`config.mk`:
```
export PLATFORM = sky130hd
export DESIGN_NAME = section_sequencer_flat
export DESIGN_NICKNAME = d
export VERILOG_FILES = /design/src/rtl/section_sequencer_pkg.sv /design/src/rtl/section_sequencer_if.sv /design/src/rtl/section_sequencer_dwell_counter.sv /design/src/rtl/section_sequencer.sv /design/src/flat_wrapper.sv
export SDC_FILE = /design/constraint.sdc
export NUM_CORES = 1
export LEC_CHECK = 0
export CORE_ASPECT_RATIO = 1.75
export CORE_MARGIN = 2
export CORE_UTILIZATION = 30
export CTS_CLUSTER_SIZE = 30
export DETAILED_ROUTE_END_ITERATION = 6
export PLACE_DENSITY = 0.57
export SKIP_LAST_GASP = 1
export SLEW_MARGIN = 5
export SYNTH_ARGS = -nofsm -noshare
export SYNTH_HDL_FRONTEND = slang
export SYNTH_SLANG_ARGS = --single-unit
```
`constraint.sdc`:
```
create_clock -name clk -period 3.4 [get_ports clk]
set_input_delay 0.68 -clock clk [delete_from_list [all_inputs] [get_ports clk]]
set_output_delay 0.68 -clock clk [all_outputs]
set_load 0.1 [all_outputs]
```
`src/rtl/section_sequencer_pkg.sv`:
```
// Shared types for the section sequencer: FSM state encoding and direction constants.
package section_seq_pkg;

  typedef enum logic [1:0] {
    IDLE = 2'd0,
    RUN  = 2'd1,
    DONE = 2'd2
  } seq_state_t;

  localparam logic SEQ_ASC  = 1'b0;
  localparam logic SEQ_DESC = 1'b1;

endpackage

```
`src/rtl/section_sequencer_if.sv`:
```
// Control/status bundle of the section sequencer. The dir signal exists only
// when SEQ_REVERSE_EN is defined.
interface section_sequencer_if #(
  parameter int NUM_SECTIONS = 5,
  parameter int CNT_W        = 16
);
  localparam int IDX_W = $clog2(NUM_SECTIONS);

  logic             start;
  logic             oneshot;
  logic [CNT_W-1:0] dwell;
  logic             enable;
  logic             tick;
`ifdef SEQ_REVERSE_EN
  logic             dir;
`endif
  logic [IDX_W-1:0] section;
  logic             busy;
  logic             wrap;
  logic             done;

`ifdef SEQ_REVERSE_EN
  modport master (output start, oneshot, dwell, enable, tick, dir,
                  input  section, busy, wrap, done);
  modport slave  (input  start, oneshot, dwell, enable, tick, dir,
                  output section, busy, wrap, done);
`else
  modport master (output start, oneshot, dwell, enable, tick,
                  input  section, busy, wrap, done);
  modport slave  (input  start, oneshot, dwell, enable, tick,
                  output section, busy, wrap, done);
`endif

endinterface

```
`src/rtl/section_sequencer_dwell_counter.sv`:
```
// Dwell counter: counts enabled strobes up to a terminal value, then rolls to 0.
module dwell_counter #(
  parameter int CNT_W = 16
) (
  input  logic             clk,
  input  logic             reset,
  input  logic             clear,
  input  logic             en,
  input  logic [CNT_W-1:0] term,
  output logic             at_term
);

  logic [CNT_W-1:0] cnt_q;

  assign at_term = (cnt_q == term);

  always_ff @(posedge clk) begin
    if (reset || clear) begin
      cnt_q <= '0;
    end else if (en) begin
      cnt_q <= at_term ? '0 : cnt_q + CNT_W'(1);
    end
  end

endmodule

```
`src/rtl/section_sequencer.sv`:
```
// Section sequencer: steps a section index with a programmable dwell per section,
// cyclic or one-shot. Define SEQ_REVERSE_EN to add the dir input (descending order).
module section_sequencer
  import section_seq_pkg::*;
#(
  parameter int NUM_SECTIONS = 5,
  parameter int CNT_W        = 16
) (
  input  logic clk,
  input  logic reset,
  section_sequencer_if.slave bus
);

  localparam int               IDX_W    = $clog2(NUM_SECTIONS);
  localparam logic [IDX_W-1:0] LAST_IDX = IDX_W'(NUM_SECTIONS - 1);

  seq_state_t       state_q;
  logic [IDX_W-1:0] section_q;
  logic [CNT_W-1:0] dwell_q;
  logic             oneshot_q;
  logic             dir_q;
  logic             busy_q;
  logic             wrap_q;
  logic             done_q;

  logic             dir_in;
  logic [CNT_W-1:0] term;
  logic             eff_tick;
  logic             at_term;
  logic             at_wrap_pt;

`ifdef SEQ_REVERSE_EN
  assign dir_in = bus.dir;
`else
  assign dir_in = SEQ_ASC;
`endif

  function automatic logic [IDX_W-1:0] first_idx(input logic d);
    return (d == SEQ_DESC) ? LAST_IDX : '0;
  endfunction

  // A latched dwell of 0 behaves as 1, so the terminal count is max(dwell,1)-1.
  assign term       = (dwell_q == '0) ? '0 : dwell_q - CNT_W'(1);
  assign eff_tick   = bus.tick && bus.enable && (state_q == RUN);
  assign at_wrap_pt = (dir_q == SEQ_DESC) ? (section_q == '0) : (section_q == LAST_IDX);

  dwell_counter #(.CNT_W(CNT_W)) u_cnt (
    .clk     (clk),
    .reset   (reset),
    .clear   (bus.start),
    .en      (eff_tick && !bus.start),
    .term    (term),
    .at_term (at_term)
  );

  always_ff @(posedge clk) begin
    if (reset) begin
      state_q   <= IDLE;
      section_q <= '0;
      dwell_q   <= '0;
      oneshot_q <= 1'b0;
      dir_q     <= SEQ_ASC;
      busy_q    <= 1'b0;
      wrap_q    <= 1'b0;
      done_q    <= 1'b0;
    end else begin
      wrap_q <= 1'b0;
      done_q <= 1'b0;
      if (bus.start) begin
        // Start wins over ticks and over the DONE->IDLE return in every state.
        state_q   <= RUN;
        busy_q    <= 1'b1;
        section_q <= first_idx(dir_in);
        dwell_q   <= bus.dwell;
        oneshot_q <= bus.oneshot;
        dir_q     <= dir_in;
      end else begin
        case (state_q)
          RUN: begin
            if (eff_tick && at_term) begin
              if (at_wrap_pt) begin
                if (oneshot_q) begin
                  state_q <= DONE;
                  busy_q  <= 1'b0;
                  done_q  <= 1'b1;
                end else begin
                  section_q <= first_idx(dir_q);
                  wrap_q    <= 1'b1;
                end
              end else if (dir_q == SEQ_DESC) begin
                section_q <= section_q - IDX_W'(1);
              end else begin
                section_q <= section_q + IDX_W'(1);
              end
            end
          end
          DONE:    state_q <= IDLE;
          default: state_q <= IDLE;
        endcase
      end
    end
  end

  assign bus.section = section_q;
  assign bus.busy    = busy_q;
  assign bus.wrap    = wrap_q;
  assign bus.done    = done_q;

endmodule

```
`src/flat_wrapper.sv`:
```
// flat-port wrapper written by rule: the top's interface ports become plain ports
module section_sequencer_flat import section_seq_pkg::*;
#(
  parameter int NUM_SECTIONS = 5,
  parameter int CNT_W        = 16
)
  (clk, reset, bus_start, bus_oneshot, bus_dwell, bus_enable, bus_tick, bus_section, bus_busy, bus_wrap, bus_done);
  section_sequencer_if #(.NUM_SECTIONS(NUM_SECTIONS), .CNT_W(CNT_W)) bus_i ();
  input  logic clk;
  input  logic reset;
  input wire logic [$bits(bus_i.start)-1:0] bus_start;
  input wire logic [$bits(bus_i.oneshot)-1:0] bus_oneshot;
  input wire logic [$bits(bus_i.dwell)-1:0] bus_dwell;
  input wire logic [$bits(bus_i.enable)-1:0] bus_enable;
  input wire logic [$bits(bus_i.tick)-1:0] bus_tick;
  output wire logic [$bits(bus_i.section)-1:0] bus_section;
  output wire logic [$bits(bus_i.busy)-1:0] bus_busy;
  output wire logic [$bits(bus_i.wrap)-1:0] bus_wrap;
  output wire logic [$bits(bus_i.done)-1:0] bus_done;
  assign bus_i.start = bus_start;
  assign bus_i.oneshot = bus_oneshot;
  assign bus_i.dwell = bus_dwell;
  assign bus_i.enable = bus_enable;
  assign bus_i.tick = bus_tick;
  assign bus_section = bus_i.section;
  assign bus_busy = bus_i.busy;
  assign bus_wrap = bus_i.wrap;
  assign bus_done = bus_i.done;
  section_sequencer #(.NUM_SECTIONS(NUM_SECTIONS), .CNT_W(CNT_W)) u_core (.clk(clk), .reset(reset), .bus(bus_i));
endmodule
```
== Word-level counts from Yosys, hierarchy flattened ==
Cells that the tools add are included.
Operators by class
  add/sub/neg operators: 3
  equality and inequality tests: 7
  muxes and demuxes: 16
  bitwise operators: 3
  reductions and logical operators: 18
Operators by type and width (number)
  16-bit two-way mux: 2
  16-bit by 1-bit adder with 16-bit output, second input constant: 1
  16-bit == test: 1
  16-bit zero test: 1
  16-bit by 1-bit subtractor with 16-bit output, second input constant: 1
  1-bit two-way mux: 12
  3-bit AND reduction: 3
  2-bit nonzero test: 4
  3-bit two-way mux: 2
  3-bit by 2-bit inequality test with 1-bit output, second input constant: 2
  5-bit OR reduction: 1
  1-bit logical AND: 4
  4-bit AND reduction: 1
  3-bit by 1-bit adder with 3-bit output, second input constant: 1
  3-bit == test, second input constant: 1
  3-bit inequality test, second input constant: 1
  1-bit inverter: 3
  3-bit OR reduction: 1
  2-bit by 1-bit == test with 1-bit output, second input constant: 1
  2-bit inequality test, second input constant: 1
  2-bit OR reduction: 1
  1-bit zero test: 1
  1-bit logical OR: 1
Word-level totals
  register bits: 41
  output and inout bits: 6
  logic and storage cells: 56

== Depth between registers and ports, before layout ==
Gate-level depths: netlist of the first run.
  depth in word-level cells: 7
  mapped depth: 12

== Cells and area by module ==
Synthesis of the first run repeated with hierarchy kept, for this count alone.
Second synthesis, totals
  cell total of the unflattened synthesis: 278
  area, all modules: 2408.6 um2
By module, submodules not included
  section_sequencer: instances 1, cells an instance 155, area each 1373.8 um2
  dwell_counter: instances 1, cells an instance 123, area each 1034.7 um2

== Worst setup path after synthesis of the first run ==
No wires, ideal clock.
  path type: register -> register
  from: register u_core.dwell_q[0]
  to: register u_core.u_cnt.cnt_q[12]
  library setup time: 0.132 ns
  arrival: 2.840 ns
  data required time: 3.268 ns
  path slack: 0.429 ns
  cell stages (with the launch flop): 12
  path buffers: 2
  period minus slack after synthesis: 2.971 ns
  path through: dfxtp_1 -> inv_1 -> ha_1 -> nor3b_2 -> and4_1 -> clkbuf_1 -> or4_1 -> a311oi_2 -> nand4b_2 -> nor3_4 -> buf_6 -> nor3_1
Between the ends
  cells in the longest elaborated chain, start to end: 4
  elaborated cells on any way between the ends: 5
  those cells by class: 1 x add/sub; 1 x eq/ne; 2 x mux; 1 x reduce/logical
RTL lines
  start: declaration: line section_sequencer.sv:19  | logic [CNT_W-1:0] dwell_q;
  start signal: assignment: line section_sequencer.sv:74  | dwell_q <= bus.dwell;
  16-bit by 1-bit subtractor with 16-bit output or 16-bit zero test (tied branches): line section_sequencer.sv:43  | assign term = (dwell_q == '0) ? '0 : dwell_q - CNT_W'(1);
  16-bit two-way mux *: line section_sequencer.sv:43
  16-bit == test *: line section_sequencer_dwell_counter.sv:15  | assign at_term = (cnt_q == term);
  16-bit two-way mux *: line section_sequencer_dwell_counter.sv:21  | cnt_q <= at_term ? '0 : cnt_q + CNT_W'(1);
  end signal: assignment: line section_sequencer_dwell_counter.sv:21
  end: declaration: line section_sequencer_dwell_counter.sv:13  | logic [CNT_W-1:0] cnt_q;
Every way passes the cells marked *; elsewhere a longest branch is shown, timed or not.
A chain may end at the register's enable or synchronous reset.

== Worst setup path after layout of the first run ==
  from: register u_core.dwell_q[0]
  to: register u_core.u_cnt.cnt_q[10]
Same word-level chain as after synthesis.

==> results.md, run 1 <==
- TNS Setup: 0 ns
- R2R Setup Slk: 0.26 ns
- CTS H-tree depth: 2
- Min-delay worst type: flip-flop to flip-flop
- Required time worst endpoint: 3.57 ns
- TritonRoute pass-1 iters: 4
- Iter 0 DRT Violations: 107
- Cells after synthesis: 304
- Hpwl dp: 5120 µm
- Hold Path Depth: 2
- Port buffer count: 27
- DIE WIDTH: 73.4 µm
- RSZ-0062 raised after global routing: false
- CP Cell Sequence: inv_1, ha_1, nor3b_4, and4_1, or4_1, a311oi_2, nand4b_2, nor3_4, buf_4, nor3_1
- Antenna cell count: 0
- Initial antenna violation count: 0
- Critical path class: flip-flop to flip-flop
- Skew final: 0.00642 ns
- Status: complete, no violations
- Detailed Route WL: 6850 µm
- Max clock buf depth: 2
- Die height: 125 µm
- Largest stage delay, worst path: 0.54 ns
- CTS tree: done
- FF+latch area: 821 µm²
- Nets: 356
- Layout fillers: 871
- Clock transition at path regs: 0.06 ns
- Wire per inst: 16.2 µm
- Area delta synth->final: 21.7%
- Slew Limit Fails: 0
- Final setup fails: 0
- Actual slew at the worst max-slew pin: 0.964 ns
- Initial Util: 0.306
- Final ANT Viol Nets: 0
- Share of layout cells above drive strength 1: 0.0997
- Synth area leaders: dfxtp_1 (32%), mux2i_1 (7.9%), nor2_1 (5.9%)
- Most common flop cell mapped by yosys: dfxtp_1
- Synth area leader: dfxtp_1
- Yosys top cell area share: 0.325
- CTS Buf Count: 5
- Pwr Total: 1.23 mW
- Via count: 2,335
- Worst VDD drop: 0.000189 V
- DRC viols: 0
- Hold_buf cts: 0
- Critical-path top delay cell: or4_1
- #FFs+latches synth: 41
- Site row count: 44
- Clk sinks: 41
- Seq/Total Area, Yosys: 0.325
- Fmax: 0.319 GHz
- Max Cap Viol: 0
- Relative slew slack: 0.355
- Root Buffer: clkbuf_16
- Largest net degree at the start of global routing: 23
- Yosys cell types: 55
- Power Density: 399 nW/µm²
- Leakage: 1.15 nW
- Critical Path Start Type: flip-flop
- Synth Warn #: 0
- Post-Syn Area per Cell: 8.31 µm²
- Net count after synthesis: 330
- First-pass GRT wire length: 11,300 µm
- Final worst-path cycle share: 0.922
- All-Layer GR Usage: 0.157
- Number of synthesized flops with an enable pin: 0
- DIE AREA: 9200 µm²
- Final hold viol count: 0
- Vias in the first global route: 2,298
- Multi-input gate area: 1570 µm²
- Core Box Area: 8260 µm²
- Final Critical Period: 3.14 ns
- Async SR Flop Fraction: 0
- Critical Path Fanout Max: 9
- GRT Residual Overflow: 0
- Crit. End Element: flip-flop
- Via/cell ratio: 5.52
- WP data arrival: 3.30 ns
- Syn Std Cell Area: 2530 µm²
- Clk_lat worst skew: 0.29 ns
- RD Place Congestion: 0.817
- Io pins: 28
- R2R depth: 10
## worst max-delay path: cells and delay by family, from the launching register on
kind	cells	cell delay [ns]
flops	1	0.45
simple gates	6	1.71
compound gates	1	0.30
buf+inv	2	0.28
fa+ha+maj	1	0.27
## cell usage after synthesis (all sizes together), types with 7 or more instances
cell type   n
dfxtp      41
xnor2      15
nand4      15
nand3      11
nor3       23
nor2       40
clkbuf     17
inv        12
mux2i      20
xor2       15
nor4        7
o21ai       7
nand2       8
## flip-flops by register name (all words and copies together), names as in the netlist
name                flops
u_core.oneshot_q        1
u_core.bus.done         1
u_core.dwell_q         16
u_core.bus.busy         1
u_core.bus.wrap         1
u_core.u_cnt.cnt_q     16
u_core.state_q          2
u_core.bus.section      3
## power by group
part | switching (mW) | internal [mW] | leakage [nW]
clock | 0.200 | 0.292 | 0.0768
sequential | 0.0219 | 0.494 | 0.334
combinational | 0.116 | 0.103 | 0.734
## layout make-up
class / instances / area share
well taps: 92 / 0.0374
multi-input cells: 229 / 0.512
flip-flops and latches: 41 / 0.267
clock inverters: 2 / 0.00448
clock buffers: 6 / 0.0452
repair buffers: 41 / 0.120
inverters: 12 / 0.0146
## final timing paths
| path | from | endpoint |
|---|---|---|
| worst min register to register | u_core.bus.busy$_SDFFE_PP0P_ | u_core.bus.busy$_SDFFE_PP0P_ |
| worst min-delay path | u_core.bus.busy$_SDFFE_PP0P_ | u_core.bus.busy$_SDFFE_PP0P_ |
| worst max register to register | u_core.dwell_q[0]$_SDFFE_PP0P_ | u_core.u_cnt.cnt_q[10]$_SDFFE_PP0P_ |
| worst max-delay path | u_core.dwell_q[0]$_SDFFE_PP0P_ | u_core.u_cnt.cnt_q[10]$_SDFFE_PP0P_ |
## cells by family (layout without fill, tap and decap cells)
group / after synthesis / in the layout / share of synthesized area
fa+ha+maj: 4 / 4 / 0.0198
buf+inv: 34 / 61 / 0.0545
xor+xnor: 30 / 30 / 0.104
simple gates: 131 / 131 / 0.287
mux: 20 / 20 / 0.0792
flops: 41 / 41 / 0.325
compound gates: 44 / 44 / 0.131
## cells in the final DEF, fill, tap and decap left out, drive strengths merged, types with 2 or more instances in the layout
master and instances:
clkbuf 6, a211oi 3, a2111oi 3, xor2 15
ha 4, o211ai 3, o2111ai 4, and3 4
o41ai 2, nor3 23, nor2 40, clkinv 2
clkdlybuf4s50 24, a41o 2, o21ai 7, nand3 11
mux2i 20, or4 2, a311oi 2, dfxtp 41
a21oi 6, nor4 7, xnor2 15, nand4 15
o21a 2, nor2b 5, nand3b 2, nand4b 3
nand2 8, buf 17, or3 3, inv 12
## per-layer routing
layer	up-vias	GRT usage	part of all wire
met1	1106	0.169	0.39
li1	1161	-	-
met5	-	0	0
met2	53	0.287	0.55
met4	0	0.0781	0.029
met3	15	0.0218	0.026
## metrics by stage
stage / hold WS [ns] / cells / cell area, µm² / util / setup slack [ns]
2_1_floorplan: 0.445 / 304 / 2530 / - / 0.429
3_3_place_gp: 0.516 / 413 / 2900 / 0.351 / 0.249
3_5_place_dp: 0.499 / 413 / 2900 / 0.351 / 0.176
4_1_cts: 0.508 / 421 / 3050 / 0.370 / 0.161
5_1_grt: 0.561 / 423 / 3080 / 0.372 / 0.0381
6_report: 0.499 / 423 / 3080 / 0.372 / 0.265
## what timing repair did
item                                    in CTS  in global routing
buffers inserted                             0                  2
endpoints found under the hold margin        0                  0
endpoints found under the setup margin       0                 15
resized for setup                            0                  1
Power figures use the tool's default switching activity.
==> run 2: changes to the inputs <==
--- a/config.mk
+++ b/config.mk
@@ -15,4 +15,5 @@
 export SLEW_MARGIN = 5
 export SYNTH_ARGS = -nofsm -noshare
 export SYNTH_HDL_FRONTEND = slang
+export SYNTH_HIERARCHICAL = 1
 export SYNTH_SLANG_ARGS = --single-unit
==> results.md, run 2 <==
- Status: complete, no violations
- Post-Syn Area per Cell: 8.66 µm² (+4.3%)
- Layout fillers: 803 (-7.8%)
- TritonRoute pass-1 iters: 4 (unchanged)
- Required time worst endpoint: 3.56 ns (about the same)
- Final hold viol count: 0 (unchanged)
- Share of layout cells above drive strength 1: 0.127 (+0.0269)
- Core Box Area: 7860 µm² (-4.9%)
- Syn Std Cell Area: 2410 µm² (-4.7%)
- #FFs+latches synth: 41 (unchanged)
- Final core utilization: 0.373 (about the same)
- Site row count: 43 (-2.3%)
- RD Place Congestion: 0.861 (+5.5%)
- R2R Setup Slk: 0.42 ns (+0.15 ns)
- Worst r2r dst: u_core/bus.section[0]$_SDFFE_PP0P_
- Area delta synth->final: 21.5%
- Largest net degree at the start of global routing: 24 (+4.3%)
- WP data arrival: 3.15 ns (-0.15 ns)
- Final Critical Period: 2.98 ns (-0.151 ns)
- Critical path destination: u_core/bus.section[0]$_SDFFE_PP0P_
- Clk sinks: 41 (unchanged)
- Async SR Flop Fraction: 0 (unchanged)
- RSZ-0062 raised after global routing: false
- Relative slew slack: 0.356 (+0.000964)
- Hold WS: 0.482 ns (-0.0177 ns)
- Critical path class: flip-flop to flip-flop
- Nets: 333 (-6.5%)
- Synth area leader: dfxtp_1
- Clk_lat worst skew: 0.28 ns (about the same)
- Root Buffer: clkbuf_16
- Via/cell ratio: 4.92 (-11%)
- Post-CTS setup buffers: 0 (unchanged)
- GRT Residual Overflow: 0 (unchanged)
- DIE AREA: 8790 µm² (-4.5%)
- Iter 0 DRT Violations: 49 (-54%)
- Initial Util: 0.307 (+0.000717)
- Leakage: 1.16 nW (+1.6%)
- Critical path startpoint: u_core/dwell_q[0]$_SDFFE_PP0P_
- Yosys cell types: 44 (-20%)
- First-pass GRT wire length: 9030 µm (-20%)
- Io pins: 28 (unchanged)
- All-Layer GR Usage: 0.132 (-0.0252)
- Cells after synthesis: 278 (-8.6%)
- Synth area leaders: dfxtp_1 (34%), xor2_1 (8.7%), nor2_1 (8.1%)
- Most frequent cells in the layout: nor2_1 (52), dfxtp_1 (41), clkdlybuf4s50_1 (24), xor2_1 (24), nand2_1 (21)
- Final setup fails: 0 (unchanged)
- Most numerous cell in the Yosys netlist: nor2_1
- CTS Buf Count: 5 (unchanged)
- Port buffer count: 27 (unchanged)
- Min-delay worst type: flip-flop to flip-flop
- Actual slew at the worst max-slew pin: 0.962 ns (-0.00144 ns)
- Worst VDD drop: 0.000241 V (+27%)
- Max Cap Viol: 0 (unchanged)
- Critical Path Start Type: flip-flop
- Synth Warn #: 6 (+6)
- CTS resizes: 0 (unchanged)
- Net count after synthesis: 304 (-7.9%)
- Final worst-path cycle share: 0.878 (-0.0444)
- Final ANT Viol Nets: 0 (unchanged)
- Via count: 1,959 (-16%)
- TNS Setup: 0 ns (unchanged)
- Skew final: 0.00239 ns (-0.00403 ns)
- Seq/Total Area, Yosys: 0.341 (+0.0159)
- Max clock buf depth: 2 (unchanged)
- Crit. End Element: flip-flop
- Detailed Route WL: 5290 µm (-23%)
- Hold Path Depth: 1 (-1)
- Wire per inst: 13.3 µm (-18%)
- Power Density: 415 nW/µm² (+4.0%)
- Most frequent cells after synthesis: nor2_1 (52), dfxtp_1 (41), xor2_1 (24)
- Die height: 123 µm (-2.3%)
- Slew Limit Fails: 0 (unchanged)
- DIE WIDTH: 71.7 µm (-2.2%)
- Most common flop cell mapped by yosys: dfxtp_1
- DRC viols: 0 (unchanged)
- Yosys top cell area share: 0.341 (+0.0159)
- Hpwl dp: 4120 µm (-19%)
- Fmax: 0.335 GHz (+5.1%)
- Most common cell after layout, fill and taps aside: nor2_1
- Hold_buf cts: 0 (unchanged)
- CTS H-tree depth: 2 (unchanged)
- Initial antenna violation count: 0 (unchanged)
- Antenna cell count: 0 (unchanged)
- Number of synthesized flops with an enable pin: 0 (unchanged)
- R2R depth: 13 (+3)
- RR Startpoint: u_core/dwell_q[0]$_SDFFE_PP0P_
- CTS tree: done
- Vias in the first global route: 1,991 (-13%)
- Critical Path Fanout Max: 13 (+4)
- Clock transition at path regs: 0.06 ns (about the same)
[run 2: cell types whose count changed in the layout (fill, tap and decap cells not counted), sizes merged, moves of 8 or more]
cell	change
nor2	+13
nor3	-13
buf	-8
xor2	+9
nand4	-10
nand2	+15
[run 2: layer usage]
| metal | vias to the layer above | routed length, µm | track usage |
|---|---|---|---|
| met1 | 911 | 2040 | 0.125 |
| met2 | 31 | 2830 | 0.245 |
| met4 | 0 | 281 | 0.0955 |
| met5 | - | 0 | 0 |
| li1 | 998 | - | - |
| met3 | 19 | 146 | 0.0271 |
[run 2: worst min-delay path by stage]
stage,startpoint,endpoint,slack (ns)
after floorplan,u_core/oneshot_q$_SDFFE_PP0P_,u_core/bus.wrap$_SDFF_PP0_,0.43
after global placement,u_core/oneshot_q$_SDFFE_PP0P_,u_core/bus.wrap$_SDFF_PP0_,0.47
after global routing,u_core/oneshot_q$_SDFFE_PP0P_,u_core/bus.wrap$_SDFF_PP0_,0.53
after detailed placement,u_core/oneshot_q$_SDFFE_PP0P_,u_core/bus.wrap$_SDFF_PP0_,0.48
final,u_core/oneshot_q$_SDFFE_PP0P_,u_core/bus.wrap$_SDFF_PP0_,0.48
after CTS,u_core/oneshot_q$_SDFFE_PP0P_,u_core/bus.wrap$_SDFF_PP0_,0.49
[run 2: cell families (layout without fill, tap and decap cells)]
kind of cell | after synthesis | after routing | share of synthesized area
flops | 41 | 41 | 0.341
fa+ha+maj | 4 | 4 | 0.0208
buf+inv | 20 | 50 | 0.0390
compound gates | 22 | 22 | 0.0551
simple gates | 136 | 136 | 0.332
xor+xnor | 34 | 34 | 0.124
mux | 21 | 21 | 0.0883
[run 2: critical path, stage by stage (launching register included)]
cell      delay (ns)
dfxtp_1         0.37
inv_1           0.08
ha_1            0.18
nor3b_4         0.22
nand2_2         0.12
nor3_4          0.42
nor2_1          0.12
xor2_1          0.17
nor4_2          0.37
nand4_2         0.23
inv_1           0.18
nand3b_1        0.13
a22oi_1         0.21
nor3_1          0.06
[run 2: layout make-up]
class,count,area (µm²),area share
clock inverter,1,5.00,0.00171
multi-input combinational,217,1490,0.510
inverter,9,33.8,0.0115
clock buffer,7,153,0.0522
timing repair buffer,33,308,0.105
tap,90,113,0.0385
sequential,41,821,0.280
[run 2: power breakdown]
part | internal, mW | switching [mW]
sequential | 0.494 | 0.0204
clock | 0.311 | 0.189
combinational | 0.0971 | 0.103
total | 0.902 | 0.312
[run 2: per-stage QoR]
stage / setup slack (ns) / total power [mW] / instances / instance area, µm²
after floorplan: 0.637 / 0.669 / 278 / 2410
after global placement: 0.452 / 0.727 / 390 / 2770
after detailed placement: 0.406 / 0.729 / 390 / 2770
after CTS: 0.400 / 1.24 / 398 / 2930
after global routing: 0.132 / 1.27 / 398 / 2930
final: 0.416 / 1.21 / 398 / 2930
==> run 3: changes to the inputs <==
--- a/config.mk
+++ b/config.mk
@@ -11,7 +11,6 @@
 export CTS_CLUSTER_SIZE = 30
 export DETAILED_ROUTE_END_ITERATION = 6
 export PLACE_DENSITY = 0.57
-export SKIP_LAST_GASP = 1
 export SLEW_MARGIN = 5
 export SYNTH_ARGS = -nofsm -noshare
 export SYNTH_HDL_FRONTEND = slang
==> results of run 3 <==
The final DEF is identical to that of run 2; final timing and power are the same.
